===== config.mk =====
export PLATFORM = sky130hd
export DESIGN_NAME = gesture_persistence_filter
export DESIGN_NICKNAME = d
export VERILOG_FILES = /design/src/rtl/gesture_pkg.sv /design/src/rtl/gf_down_timer.sv /design/src/rtl/gesture_persistence_filter.sv
export SDC_FILE = /design/constraint.sdc
export NUM_CORES = 1
export LEC_CHECK = 0
export ABC_AREA = 1
export CAP_MARGIN = 20
export CORE_MARGIN = 4
export CORE_UTILIZATION = 45
export DETAILED_ROUTE_END_ITERATION = 16
export PLACE_DENSITY = 0.79
export SLEW_MARGIN = 5
export SYNTH_ARGS = -nofsm -noshare
export SYNTH_HDL_FRONTEND = slang
export SYNTH_HIERARCHICAL = 1
export SYNTH_SLANG_ARGS = --single-unit

===== constraint.sdc =====
create_clock -name clk -period 8.5 [get_ports clk]
set_input_delay 1.275 -clock clk [delete_from_list [all_inputs] [get_ports clk]]
set_output_delay 1.275 -clock clk [all_outputs]
set_load 0.03 [all_outputs]

===== src/rtl/gesture_pkg.sv =====
// Shared types and helpers for the gesture persistence filter.
// Holds the FSM state encoding and the confidence saturation function.
package gesture_pkg;

    typedef enum logic [1:0] {
        IDLE     = 2'd0,
        TRACK    = 2'd1,
        EMIT     = 2'd2,
        COOLDOWN = 2'd3
    } gf_state_t;

    localparam logic [7:0] DROP_MAX = 8'hFF;

    // Shift the peak magnitude down, then clamp to the largest
    // value representable in 'bits' bits.
    function automatic logic [31:0] sat_conf(
        input logic [63:0] peak,
        input int unsigned shift,
        input int unsigned bits
    );
        logic [63:0] shifted;
        logic [63:0] limit;
        shifted = peak >> shift;
        limit   = (64'd1 << bits) - 64'd1;
        return (shifted > limit) ? limit[31:0] : shifted[31:0];
    endfunction

endpackage


===== src/rtl/gf_down_timer.sv =====
// Loadable down-counter used for the track timeout and the cooldown.
// Load wins over tick; expired is high while the count sits at zero.
module gf_down_timer #(
    parameter int unsigned CYCLES = 1
) (
    input  logic clk,
    input  logic rst,
    input  logic i_load,
    input  logic i_tick,
    output logic o_expired
);

    localparam int unsigned W = (CYCLES > 2) ? $clog2(CYCLES) : 1;
    localparam logic [W-1:0] RELOAD = (CYCLES > 0) ? W'(CYCLES - 1) : '0;

    logic [W-1:0] r_cnt;

    // Reload on request, otherwise count down and stick at zero.
    always_ff @(posedge clk) begin
        if (rst) begin
            r_cnt <= '0;
        end else if (i_load) begin
            r_cnt <= RELOAD;
        end else if (i_tick && (r_cnt != '0)) begin
            r_cnt <= r_cnt - W'(1);
        end
    end

    assign o_expired = (r_cnt == '0);

endmodule


===== src/rtl/gesture_persistence_filter.sv =====
// Debounces classifier results: a class is emitted only after a run of
// consecutive matching hits, then held on valid/ready with a cooldown.
module gesture_persistence_filter
    import gesture_pkg::*;
#(
    parameter int unsigned NUM_CLASSES  = 4,
    parameter int unsigned CLASS_BITS   = 2,
    parameter int unsigned MAG_BITS     = 18,
    parameter int unsigned PERSIST_MIN  = 2,
    parameter int unsigned CONF_BITS    = 4,
    parameter int unsigned CONF_SHIFT   = 4,
    parameter int unsigned COOLDOWN_CYC = 0,
    parameter int unsigned TIMEOUT_CYC  = 0
) (
    input  logic                  clk,
    input  logic                  rst,
    input  logic                  cls_valid,
    input  logic                  cls_pass,
    input  logic [CLASS_BITS-1:0] cls_id,
    input  logic [MAG_BITS-1:0]   mag_x,
    input  logic [MAG_BITS-1:0]   mag_y,
    output logic                  out_valid,
    input  logic                  out_ready,
    output logic [CLASS_BITS-1:0] out_id,
    output logic [CONF_BITS-1:0]  out_conf,
    output logic [7:0]            out_run,
    output logic [7:0]            drop_count,
    output logic [1:0]            dbg_state
);

    gf_state_t             r_state;
    logic [CLASS_BITS-1:0] r_cand;
    logic [7:0]            r_run;
    logic [MAG_BITS-1:0]   r_peak;
    logic                  r_out_valid;
    logic [CLASS_BITS-1:0] r_out_id;
    logic [CONF_BITS-1:0]  r_out_conf;
    logic [7:0]            r_out_run;
    logic [7:0]            r_drop;

    logic                  w_hit;
    logic                  w_same;
    logic                  w_confirm;
    logic                  w_accept;
    logic                  w_drop;
    logic                  w_to_exp;
    logic                  w_cd_exp;
    logic                  w_timeout;
    logic [MAG_BITS-1:0]   w_m;
    logic [MAG_BITS-1:0]   w_peak_max;
    logic [7:0]            w_run_inc;
    logic [CONF_BITS-1:0]  w_conf_new;
    logic [CONF_BITS-1:0]  w_conf_trk;

    assign w_hit      = cls_valid & cls_pass
                      & (32'(cls_id) < NUM_CLASSES);
    assign w_m        = (mag_x > mag_y) ? mag_x : mag_y;
    assign w_same     = (cls_id == r_cand);
    assign w_run_inc  = r_run + 8'd1;
    assign w_confirm  = (32'(w_run_inc) >= PERSIST_MIN);
    assign w_peak_max = (w_m > r_peak) ? w_m : r_peak;
    assign w_conf_new = CONF_BITS'(sat_conf(64'(w_m),
                                            CONF_SHIFT, CONF_BITS));
    assign w_conf_trk = CONF_BITS'(sat_conf(64'(w_peak_max),
                                            CONF_SHIFT, CONF_BITS));
    assign w_accept   = r_out_valid & out_ready;
    assign w_drop     = cls_valid
                      & ((r_state == EMIT) | (r_state == COOLDOWN));
    assign w_timeout  = (TIMEOUT_CYC != 0) & (r_state == TRACK)
                      & ~cls_valid & w_to_exp;

    gf_down_timer #(
        .CYCLES (TIMEOUT_CYC)
    ) u_timeout (
        .clk       (clk),
        .rst       (rst),
        .i_load    (cls_valid),
        .i_tick    ((r_state == TRACK) & ~cls_valid),
        .o_expired (w_to_exp)
    );

    gf_down_timer #(
        .CYCLES (COOLDOWN_CYC)
    ) u_cooldown (
        .clk       (clk),
        .rst       (rst),
        .i_load    (w_accept),
        .i_tick    (r_state == COOLDOWN),
        .o_expired (w_cd_exp)
    );

    // Run tracking FSM with registered outputs and the drop counter.
    always_ff @(posedge clk) begin
        if (rst) begin
            r_state     <= IDLE;
            r_cand      <= '0;
            r_run       <= '0;
            r_peak      <= '0;
            r_out_valid <= 1'b0;
            r_out_id    <= '0;
            r_out_conf  <= '0;
            r_out_run   <= '0;
            r_drop      <= '0;
        end else begin
            if (w_drop && (r_drop != DROP_MAX)) begin
                r_drop <= r_drop + 8'd1;
            end
            unique case (r_state)
                IDLE: begin
                    if (w_hit) begin
                        r_cand <= cls_id;
                        r_run  <= 8'd1;
                        r_peak <= w_m;
                        if (PERSIST_MIN <= 1) begin
                            r_state     <= EMIT;
                            r_out_valid <= 1'b1;
                            r_out_id    <= cls_id;
                            r_out_conf  <= w_conf_new;
                            r_out_run   <= 8'd1;
                        end else begin
                            r_state <= TRACK;
                        end
                    end
                end
                TRACK: begin
                    if (w_hit && w_same) begin
                        r_run  <= w_run_inc;
                        r_peak <= w_peak_max;
                        if (w_confirm) begin
                            r_state     <= EMIT;
                            r_out_valid <= 1'b1;
                            r_out_id    <= r_cand;
                            r_out_conf  <= w_conf_trk;
                            r_out_run   <= w_run_inc;
                        end
                    end else if (w_hit) begin
                        r_cand <= cls_id;
                        r_run  <= 8'd1;
                        r_peak <= w_m;
                    end else if (cls_valid || w_timeout) begin
                        r_run   <= '0;
                        r_peak  <= '0;
                        r_state <= IDLE;
                    end
                end
                EMIT: begin
                    if (w_accept) begin
                        r_out_valid <= 1'b0;
                        r_run       <= '0;
                        r_peak      <= '0;
                        r_state     <= (COOLDOWN_CYC > 0) ? COOLDOWN : IDLE;
                    end
                end
                COOLDOWN: begin
                    if (w_cd_exp) begin
                        r_state <= IDLE;
                    end
                end
            endcase
        end
    end

    assign out_valid  = r_out_valid;
    assign out_id     = r_out_id;
    assign out_conf   = r_out_conf;
    assign out_run    = r_out_run;
    assign drop_count = r_drop;
    assign dbg_state  = r_state;

endmodule


==> metrics, run 1 <==
I/O Pins 68; Clk Latency, worst-skew pair 0.31 ns; Setup crit end kind register; number of buffers inserted by post-CTS setup repair 0; first-pass GRT wire length 17.5 mm; utilization of the core after routing 0.562; Synth Area in Compound Gates 0.183; Worst Path Max Fanout 27; drt first pass iters 5; final number of max-transition violations 0; Cell Rows 34; path type of the worst setup path primary input to register; average via count per standard cell 5.22; final routed wire length divided by cell count 13.0 um; buffer type at the clock tree root sky130_fd_sc_hd__clkbuf_8; post-layout instance count excluding filler cells 806; overall track demand over capacity in global routing 0.187; CP Data Arrival Time 5.63 ns; pin count of the biggest net entering global routing 37; area share of fa/ha/maj cells after synthesis 0.131; area of all sequential standard cells 1080 um2; xor and xnor fraction of the mapped netlist area 0.0167; via count of the first global-routing pass 4002; synthesized-area fraction occupied by and/or/nand/nor cells 0.288; total nets after synthesis 726; area enclosed by the die boundary 10900 um2; number of fill cells 859; placed cell count 799; Post-Syn Instances 639; status completed; Post-Route Setup TNS 0 ns; area of the mapped netlist 4200 um2; via total after detailed routing 4209; Port-buffer cells 67; area grow syn2layout 19.0%; warnings from Yosys 6; number of maximum-capacitance violations 0; residual DRC count 0; Leak 2.28 nW; unrepaired setup endpoints after global routing no; final net count 785; combinational family with the most area after synthesis simple AND/OR/NAND/NOR gates; initial antenna violation count 0; post-detail-place hpwl 8.33 mm; time the worst path needs with I/O delays and setup 5.44 ns; deepest level of the CTS H-tree 2; clock skew after layout 0.0130 ns; number of clock sinks seen by CTS 54; share of the cycle needed by the critical path after routing 0.640; maximum buffer depth of the clock tree 2; maximum operating frequency 184 MHz; height of the die 105 um; clock transition at the registers of the reported paths 0.09 ns; Inserted Clock Buffers 5; share of cell area taken by muxes after synthesis 0; DRC marker count from the first detailed-route iteration 328; area of the multi-input gates 2600 um2; relative max-transition margin 0.307; core footprint 8890 um2; number of hold-slack violations in the final timing report 0; Max VDD drop 0.0000746 V; power density normalized to cell area 143 nW/um2; min-delay worst type register to register; synthesis-stage register bit count 54; type of element launching the critical path primary input; clock tree from TritonCTS yes; final estimated routing congestion in global placement 0.886; starting density of the core 0.472; chip width 105 um; count of nets left with antenna violations after detail routing 0; number of unique standard cell types used by synthesis 43; fraction of the yosys area taken by sequential cells 0.258; total gr overflow 0; Crit path required time 8.70 ns; post-synthesis average cell area 6.57 um2; post-cts resize count 0; Ant. Diodes 0; overall routed net length 10.5 mm; Setup-failing EPs final 0; fraction of layout cells with a size suffix above 1 0.0673; count of hold buffers inserted by post-cts repair 0; Tightest Pin Transition 1.04 ns
## synthesized netlist by cell type, drive strengths merged
library cell,number,area (um2)
nor2,51,206
a211oi,5,52.6
buf,7,65.1
a21oi,61,305
o21ai,60,308
o21a,2,15.0
xor2,5,43.8
a41oi,1,8.76
and3,1,6.26
nand3,39,228
nor4,1,6.26
a31oi,5,31.3
o22ai,2,12.5
clkinv,1,3.75
dfxtp,54,1080
a21o,2,15.0
nand4,3,25.0
and2,7,43.8
nand3b,3,22.5
inv,112,420
clkbuf,8,30.0
ha,44,551
nor3,7,45.0
o21bai,2,18.8
xnor2,3,26.3
nand2,150,608
or2,3,18.8
## final cells by class
class / instances / share of cell area
clock inverters: 2 / 0.00301
inverters: 113 / 0.0849
clock buffers: 5 / 0.0138
flip-flops and latches: 54 / 0.216
multi-input cells: 457 / 0.521
well taps: 108 / 0.0271
repair buffers: 67 / 0.134
## cell usage in the layout (no fill, tap or decap), types with 3 or more instances in the layout
master                            count
sky130_fd_sc_hd__clkdlybuf4s50_1     67
sky130_fd_sc_hd__xnor2_1              3
sky130_fd_sc_hd__a21oi_1             61
sky130_fd_sc_hd__a31oi_1              5
sky130_fd_sc_hd__xor2_1               5
sky130_fd_sc_hd__dfxtp_1             54
sky130_fd_sc_hd__nand2_1            136
sky130_fd_sc_hd__inv_2                6
sky130_fd_sc_hd__o21ai_1             20
sky130_fd_sc_hd__nand2_2             12
sky130_fd_sc_hd__nand3_1             34
sky130_fd_sc_hd__nor2_1              46
sky130_fd_sc_hd__and2_1               7
sky130_fd_sc_hd__a211oi_2             3
sky130_fd_sc_hd__nor2_2               4
sky130_fd_sc_hd__inv_1              106
sky130_fd_sc_hd__clkbuf_8             5
sky130_fd_sc_hd__nand3_2              4
sky130_fd_sc_hd__ha_1                44
sky130_fd_sc_hd__o21ai_0             38
sky130_fd_sc_hd__nor3_1               5
sky130_fd_sc_hd__nand3b_1             3
## power breakdown
part	internal, mW	switching, mW
logic	0.108	0.184
registers	0.269	0.0104
clock network	0.0565	0.0848
total	0.433	0.279
## state kept, by name, summed over array words and instances, names as in the netlist
register / count
dbg_state: 2
out_valid: 1
out_conf: 4
r_cand: 2
out_id: 2
r_peak: 18
drop_count: 8
u_cooldown/r_cnt: 1
out_run: 8
r_run: 8
## routing by layer
| layer | part of all wire | track usage | up-vias |
|---|---|---|---|
| li1 | - | - | 2172 |
| met1 | 0.44 | 0.229 | 1906 |
| met2 | 0.49 | 0.340 | 111 |
| met3 | 0.051 | 0.0339 | 20 |
| met4 | 0.017 | 0.0431 | 0 |
| met5 | 0 | 0 | - |
## worst max-delay path, stage by stage
cell and delay [ns]:
sky130_fd_sc_hd__clkdlybuf4s50_1 0.51, sky130_fd_sc_hd__inv_1 0.06, sky130_fd_sc_hd__ha_1 0.29, sky130_fd_sc_hd__nand2_1 0.07, sky130_fd_sc_hd__nor2_1 0.13, sky130_fd_sc_hd__nand2_2 0.10
sky130_fd_sc_hd__nor2_2 0.16, sky130_fd_sc_hd__nand3_4 0.15, sky130_fd_sc_hd__nand2_4 0.30, sky130_fd_sc_hd__nand2_1 0.08, sky130_fd_sc_hd__o21ai_1 0.21, sky130_fd_sc_hd__inv_1 0.11
sky130_fd_sc_hd__ha_1 0.33, sky130_fd_sc_hd__nand2_1 0.06, sky130_fd_sc_hd__nor2_1 0.20, sky130_fd_sc_hd__nand2_1 0.09, sky130_fd_sc_hd__clkinv_1 0.07, sky130_fd_sc_hd__nand4_1 0.07
sky130_fd_sc_hd__nand3_1 0.11, sky130_fd_sc_hd__nand2_2 0.27, sky130_fd_sc_hd__inv_2 0.26, sky130_fd_sc_hd__nand3_1 0.14, sky130_fd_sc_hd__nand2_1 0.09, sky130_fd_sc_hd__nand2_1 0.05
sky130_fd_sc_hd__nor2_1 0.11, sky130_fd_sc_hd__nand3_2 0.13, sky130_fd_sc_hd__nor2_1 0.13, sky130_fd_sc_hd__nor2_1 0.05
## cell families (layout without fill, tap and decap cells)
| family | Yosys count | in the layout |
|---|---|---|
| AOI/OAI and AO/OA | 140 | 140 |
| xor gates and xnor gates | 8 | 8 |
| adders and majority gates | 44 | 44 |
| buffers and inverters | 128 | 187 |
| DFF | 54 | 54 |
| and+or+nand+nor | 265 | 265 |
## per-stage QoR
| step | instance area (um2) | worst slack (ns) | hold slack, ns | power, mW |
|---|---|---|---|---|
| 3_5_place_dp | 4910 | 2.88 | 0.437 | 0.572 |
| 3_3_place_gp | 4910 | 2.99 | 0.431 | 0.562 |
| 6_report | 4990 | 3.06 | 0.448 | 0.713 |
| 2_1_floorplan | 4200 | 4.26 | 0.421 | 0.502 |
| 4_1_cts | 4990 | 3.18 | 0.450 | 0.713 |
| 5_1_grt | 4990 | 2.68 | 0.476 | 0.765 |
## path summary, 6_finish.rpt
check	from	to	slack (ns)	cells after the start
worst max-delay path	mag_y[13]	out_conf[0]$_SDFFE_PP0P_	3.06	28
worst min-delay path	u_cooldown/r_cnt$_SDFFE_PP0P_	u_cooldown/r_cnt$_SDFFE_PP0P_	0.45	2
worst max register to register	dbg_state[1]$_SDFFE_PP0P_	r_peak[16]$_SDFFE_PP0P_	5.31	9
worst min register to register	u_cooldown/r_cnt$_SDFFE_PP0P_	u_cooldown/r_cnt$_SDFFE_PP0P_	0.45	2
(Power assumes the default switching activity.)
==> run 2: changes to the inputs <==
==> constraint.sdc (replaced) <==
create_clock -name clk -period 5.3 [get_ports clk]
set_input_delay 0.795 -clock clk [delete_from_list [all_inputs] [get_ports clk]]
set_output_delay 0.795 -clock clk [all_outputs]
set_load 0.03 [all_outputs]
==> run 2 against run 1 <==
Compared with the run above: sequential cell count stayed put; combinational power is 62% higher; global-route usage is 1.0 points higher; largest power group unchanged; highest routed layer unchanged; wire length is 2.5% higher; power is 71% higher; first-iteration DRC count is 16% lower; clock skew is 0.0014 ns higher; die area stayed put; worst hold slack better by 0.017 ns; critical endpoint unchanged; core utilization is 0.52 points higher; count of clock-buffer cells in the layout stayed put; via count is 1.3% higher.
==> metrics, run 2 (synthesized netlist as in run 1, its figures left out) <==
path type of the worst setup path primary input to register; crit path launch mag_y[13]; initial antenna violation count 0; post-cts resize count 0; number of clock sinks seen by CTS 54; final routed wire length divided by cell count 13.3 um; Inserted Clock Buffers 5; number of buffers inserted by post-CTS setup repair 0; relative max-transition margin 0.311; min-delay worst type register to register; maximum buffer depth of the clock tree 2; deepest level of the CTS H-tree 2; placement-stage cell area 4920 um2; clock transition at the registers of the reported paths 0.10 ns; core footprint 8890 um2; share of the cycle needed by the critical path after routing 0.895; Tightest Pin Transition 1.03 ns; overall routed net length 10.8 mm; post-detail-place hpwl 8.45 mm; status completed; standard cell with the maximum stage delay on the critical path sky130_fd_sc_hd__clkdlybuf4s50_1; final-layout worst hold slack 0.465 ns; Setup-failing EPs final 0; Design Power 1.22 mW; Setup crit end kind register; clock tree from TritonCTS yes; Crit path required time 5.51 ns; largest delay contributor family on the critical path simple AND/OR/NAND/NOR gates; pin count of the biggest net entering global routing 37; most flop-heavy register r_peak; Port-buffer cells 67; final design area excluding fillers 5040 um2; starting density of the core 0.472; Post-Route Setup TNS 0 ns; count of hold buffers inserted by post-cts repair 0; DRC marker count from the first detailed-route iteration 276; Largest register FFs 18; reg-to-reg startpoint dbg_state[0]$_SDFFE_PP0P_; clock skew after layout 0.0144 ns; number of buffers and inverters on the critical path 4; Worst Path Max Fanout 27; Clk Latency, worst-skew pair 0.33 ns; chip width 105 um; maximum operating frequency 211 MHz; average via count per standard cell 5.27; Cell Rows 34; overall track demand over capacity in global routing 0.197; Max VDD drop 0.000143 V; delay of the slowest cell on the worst path 0.50 ns; final number of max-transition violations 0; time the worst path needs with I/O delays and setup 4.74 ns; via total after detailed routing 4264; final net count 787; number of maximum-capacitance violations 0; number of hold-slack violations in the final timing report 0; Worst Hold Launch u_cooldown/r_cnt$_SDFFE_PP0P_; power density normalized to cell area 242 nW/um2; Leak 2.31 nW; area enclosed by the die boundary 10900 um2; total gr overflow 0; drt first pass iters 6; type of element launching the critical path primary input; unrepaired setup endpoints after global routing no; I/O Pins 68; most common cell after layout, fill and taps aside sky130_fd_sc_hd__nand2_1; fraction of layout cells with a size suffix above 1 0.0699; first-pass GRT wire length 18.4 mm; library cell appearing most often on the critical path sky130_fd_sc_hd__nand2_1; most frequent cells in the layout sky130_fd_sc_hd__nand2_1, sky130_fd_sc_hd__inv_1, sky130_fd_sc_hd__clkdlybuf4s50_1, sky130_fd_sc_hd__a21oi_1, sky130_fd_sc_hd__dfxtp_1; Ant. Diodes 0; CP Data Arrival Time 4.96 ns; height of the die 105 um; via count of the first global-routing pass 4129; count of nets left with antenna violations after detail routing 0; final estimated routing congestion in global placement 0.883; area grow syn2layout 20.1%; residual DRC count 0; buffer type at the clock tree root sky130_fd_sc_hd__clkbuf_8
## run 2: through the flow
stage	utilization	cells	setup slack, ns
finish	0.567	809	0.557
global route	0.567	809	0.0428
CTS	0.567	809	0.569
detailed placement	0.554	801	0.242
global placement	0.554	801	0.342
floorplan	-	639	1.54
## run 2: per-layer routing
metal  global-route usage  up-vias  wire length (um)  share of wire
li1                     -     2184                 -              -
met1                0.240     1932              4640           0.43
met2                0.357      128              5330           0.50
met3               0.0296       20               571          0.053
met4               0.0628        0               214          0.020
met5                    0        -                 0              0
## run 2: area by class of cell
cell class / count / area [um2]
fill: 842 / 3850
multi-input combinational: 457 / 2600
sequential: 54 / 1080
timing repair buffer: 69 / 686
inverter: 113 / 424
tap: 108 / 135
clock buffer: 5 / 68.8
clock inverter: 3 / 48.8
## run 2: tightest hold or removal path, cell delays in order, from the launching register on
cell,delay (ns)
sky130_fd_sc_hd__dfxtp_1,0.33
sky130_fd_sc_hd__nand2_1,0.07
sky130_fd_sc_hd__nor2_1,0.04
## run 2: report_power, final
group          total [mW]  internal, mW  switching (mW)
clock               0.299         0.144           0.155
sequential          0.450         0.432          0.0173
combinational       0.473         0.176           0.297
total                1.22         0.753           0.469
## run 2: final timing paths
kind	endpoint	slack, ns	depth (start not counted)
min	u_cooldown/r_cnt$_SDFFE_PP0P_	0.46	2
min reg2reg	u_cooldown/r_cnt$_SDFFE_PP0P_	0.46	2
max reg2reg	r_peak[8]$_SDFFE_PP0P_	2.76	6
max	out_conf[0]$_SDFFE_PP0P_	0.56	26
==> run 3: changes to the inputs <==
--- a/config.mk
+++ b/config.mk
@@ -9,8 +9,10 @@
 export CAP_MARGIN = 20
 export CORE_MARGIN = 4
 export CORE_UTILIZATION = 45
+export CTS_CLUSTER_DIAMETER = 40
 export DETAILED_ROUTE_END_ITERATION = 16
 export PLACE_DENSITY = 0.79
+export REMOVE_ABC_BUFFERS = 1
 export SLEW_MARGIN = 5
 export SYNTH_ARGS = -nofsm -noshare
 export SYNTH_HDL_FRONTEND = slang
==> run 3 against run 2 <==
Compared with the run above: via count fell by 0.19%; count of clock-buffer cells in the layout did not move; maximum frequency fell by 0.39%; design area barely moved; sequential power barely moved; wire length fell by 1.9%; setup slack got worse by 0.019 ns; first-iteration DRC count fell by 2.9%; critical endpoint is now out_conf[1]$_SDFFE_PP0P_.
==> metrics, run 3 (synthesized netlist as in run 1, its figures left out) <==
status completed; Setup-failing EPs final 0; overall routed net length 10.6 mm; most common cell after layout, fill and taps aside sky130_fd_sc_hd__nand2_1; number of buffers inserted by post-CTS setup repair 0; core footprint 8890 um2; Clk Latency, worst-skew pair 0.32 ns; count of hold buffers inserted by post-cts repair 0; final routed wire length divided by cell count 13.0 um; type of element launching the critical path primary input; initial antenna violation count 0; number of buffers and inverters on the critical path 5; total gr overflow 0; fraction of layout cells with a size suffix above 1 0.0712; min-delay worst type register to register; Largest register FFs 18; largest delay contributor family on the critical path simple AND/OR/NAND/NOR gates; number of clock sinks seen by CTS 54; Inserted Clock Buffers 5; final estimated routing congestion in global placement 0.884; Setup crit end kind register; number of maximum-capacitance violations 0; area enclosed by the die boundary 10900 um2; standard cell with the maximum stage delay on the critical path sky130_fd_sc_hd__clkdlybuf4s50_1; most flop-heavy register r_peak; final net count 788; maximum buffer depth of the clock tree 2; via count of the first global-routing pass 4042; Cell Rows 34; relative max-transition margin 0.429; area grow syn2layout 20.1%; buffer type at the clock tree root sky130_fd_sc_hd__clkbuf_8; starting density of the core 0.472; Post-Route Setup TNS 0 ns; clock tree from TritonCTS yes; time the worst path needs with I/O delays and setup 4.76 ns; Ant. Diodes 0; Worst Path Max Fanout 27; height of the die 105 um; I/O Pins 68; via total after detailed routing 4256; average via count per standard cell 5.25; clock skew after layout 0.0108 ns; clock transition at the registers of the reported paths 0.11 ns; maximum operating frequency 210 MHz; Port-buffer cells 67; unrepaired setup endpoints after global routing no; Max VDD drop 0.000114 V; library cell appearing most often on the critical path sky130_fd_sc_hd__nand2_1; share of the cycle needed by the critical path after routing 0.898; final number of max-transition violations 0; count of nets left with antenna violations after detail routing 0; delay of the slowest cell on the worst path 0.50 ns; DRC marker count from the first detailed-route iteration 268; first-pass GRT wire length 17.9 mm; chip width 105 um; most frequent cells in the layout sky130_fd_sc_hd__nand2_1, sky130_fd_sc_hd__inv_1, sky130_fd_sc_hd__clkdlybuf4s50_1, sky130_fd_sc_hd__a21oi_1, sky130_fd_sc_hd__dfxtp_1; number of hold-slack violations in the final timing report 0; Tightest Pin Transition 0.853 ns; residual DRC count 0; post-detail-place hpwl 8.31 mm; utilization of the core after routing 0.567; overall track demand over capacity in global routing 0.191; Leak 2.31 nW; deepest level of the CTS H-tree 2; CP Data Arrival Time 4.97 ns; post-cts resize count 0; Crit path required time 5.51 ns; pin count of the biggest net entering global routing 37; path type of the worst setup path primary input to register; drt first pass iters 5; power density normalized to cell area 233 nW/um2
run 3: cell types whose count changed in the layout (fill, tap and decap cells not counted), sizes merged:
| cell | previous run | this run |
|---|---|---|
| bufinv | 1 | 0 |
| clkinvlp | 1 | 2 |
| buf | 2 | 3 |
run 3: layout make-up:
class / count / area (um2)
Clock buffer: 5 / 68.8
Clock inverter: 3 / 23.8
Fill cell: 851 / 3850
Inverter: 113 / 424
Multi-Input combinational cell: 457 / 2600
Sequential cell: 54 / 1080
Tap cell: 108 / 135
Timing Repair Buffer: 70 / 713
run 3: tightest hold or removal path, delay by kind of cell (launching register included):
kind | cells | cell delay [ns]
flip-flops | 1 | 0.33
AND/OR/NAND/NOR | 2 | 0.10
run 3: worst paths after layout:
kind                                 start  depth (start not counted)                            end  slack, ns
min          u_cooldown/r_cnt$_SDFFE_PP0P_                          2  u_cooldown/r_cnt$_SDFFE_PP0P_       0.46
max                              mag_y[13]                         29       out_conf[1]$_SDFFE_PP0P_       0.54
max reg2reg      dbg_state[1]$_SDFFE_PP0P_                         10        r_peak[16]$_SDFFE_PP0P_       2.61
min reg2reg  u_cooldown/r_cnt$_SDFFE_PP0P_                          2  u_cooldown/r_cnt$_SDFFE_PP0P_       0.46
run 3: metrics by stage:
| stage | cells | instance area [um2] | worst slack [ns] | hold slack, ns | power (mW) |
|---|---|---|---|---|---|
| finish | 810 | 5040 | 0.538 | 0.458 | 1.18 |
| global route | 810 | 5040 | 0.0672 | 0.493 | 1.26 |
| CTS | 809 | 5020 | 0.577 | 0.464 | 1.17 |
| detailed placement | 801 | 4920 | 0.253 | 0.448 | 0.927 |
| global placement | 801 | 4920 | 0.361 | 0.430 | 0.909 |
| floorplan | 624 | 4100 | 1.34 | 0.421 | 0.782 |
run 3: routing by layer:
layer	track usage	share of wire	vias to the layer above
li1	-	-	2179
met1	0.246	0.46	1902
met2	0.325	0.46	151
met4	0.0619	0.018	0
met3	0.0314	0.063	24
met5	0	0	-
run 3: power by group:
| group | switching (mW) | internal, mW |
|---|---|---|
| clock network | 0.152 | 0.0950 |
| registers | 0.0172 | 0.432 |
| logic | 0.300 | 0.179 |
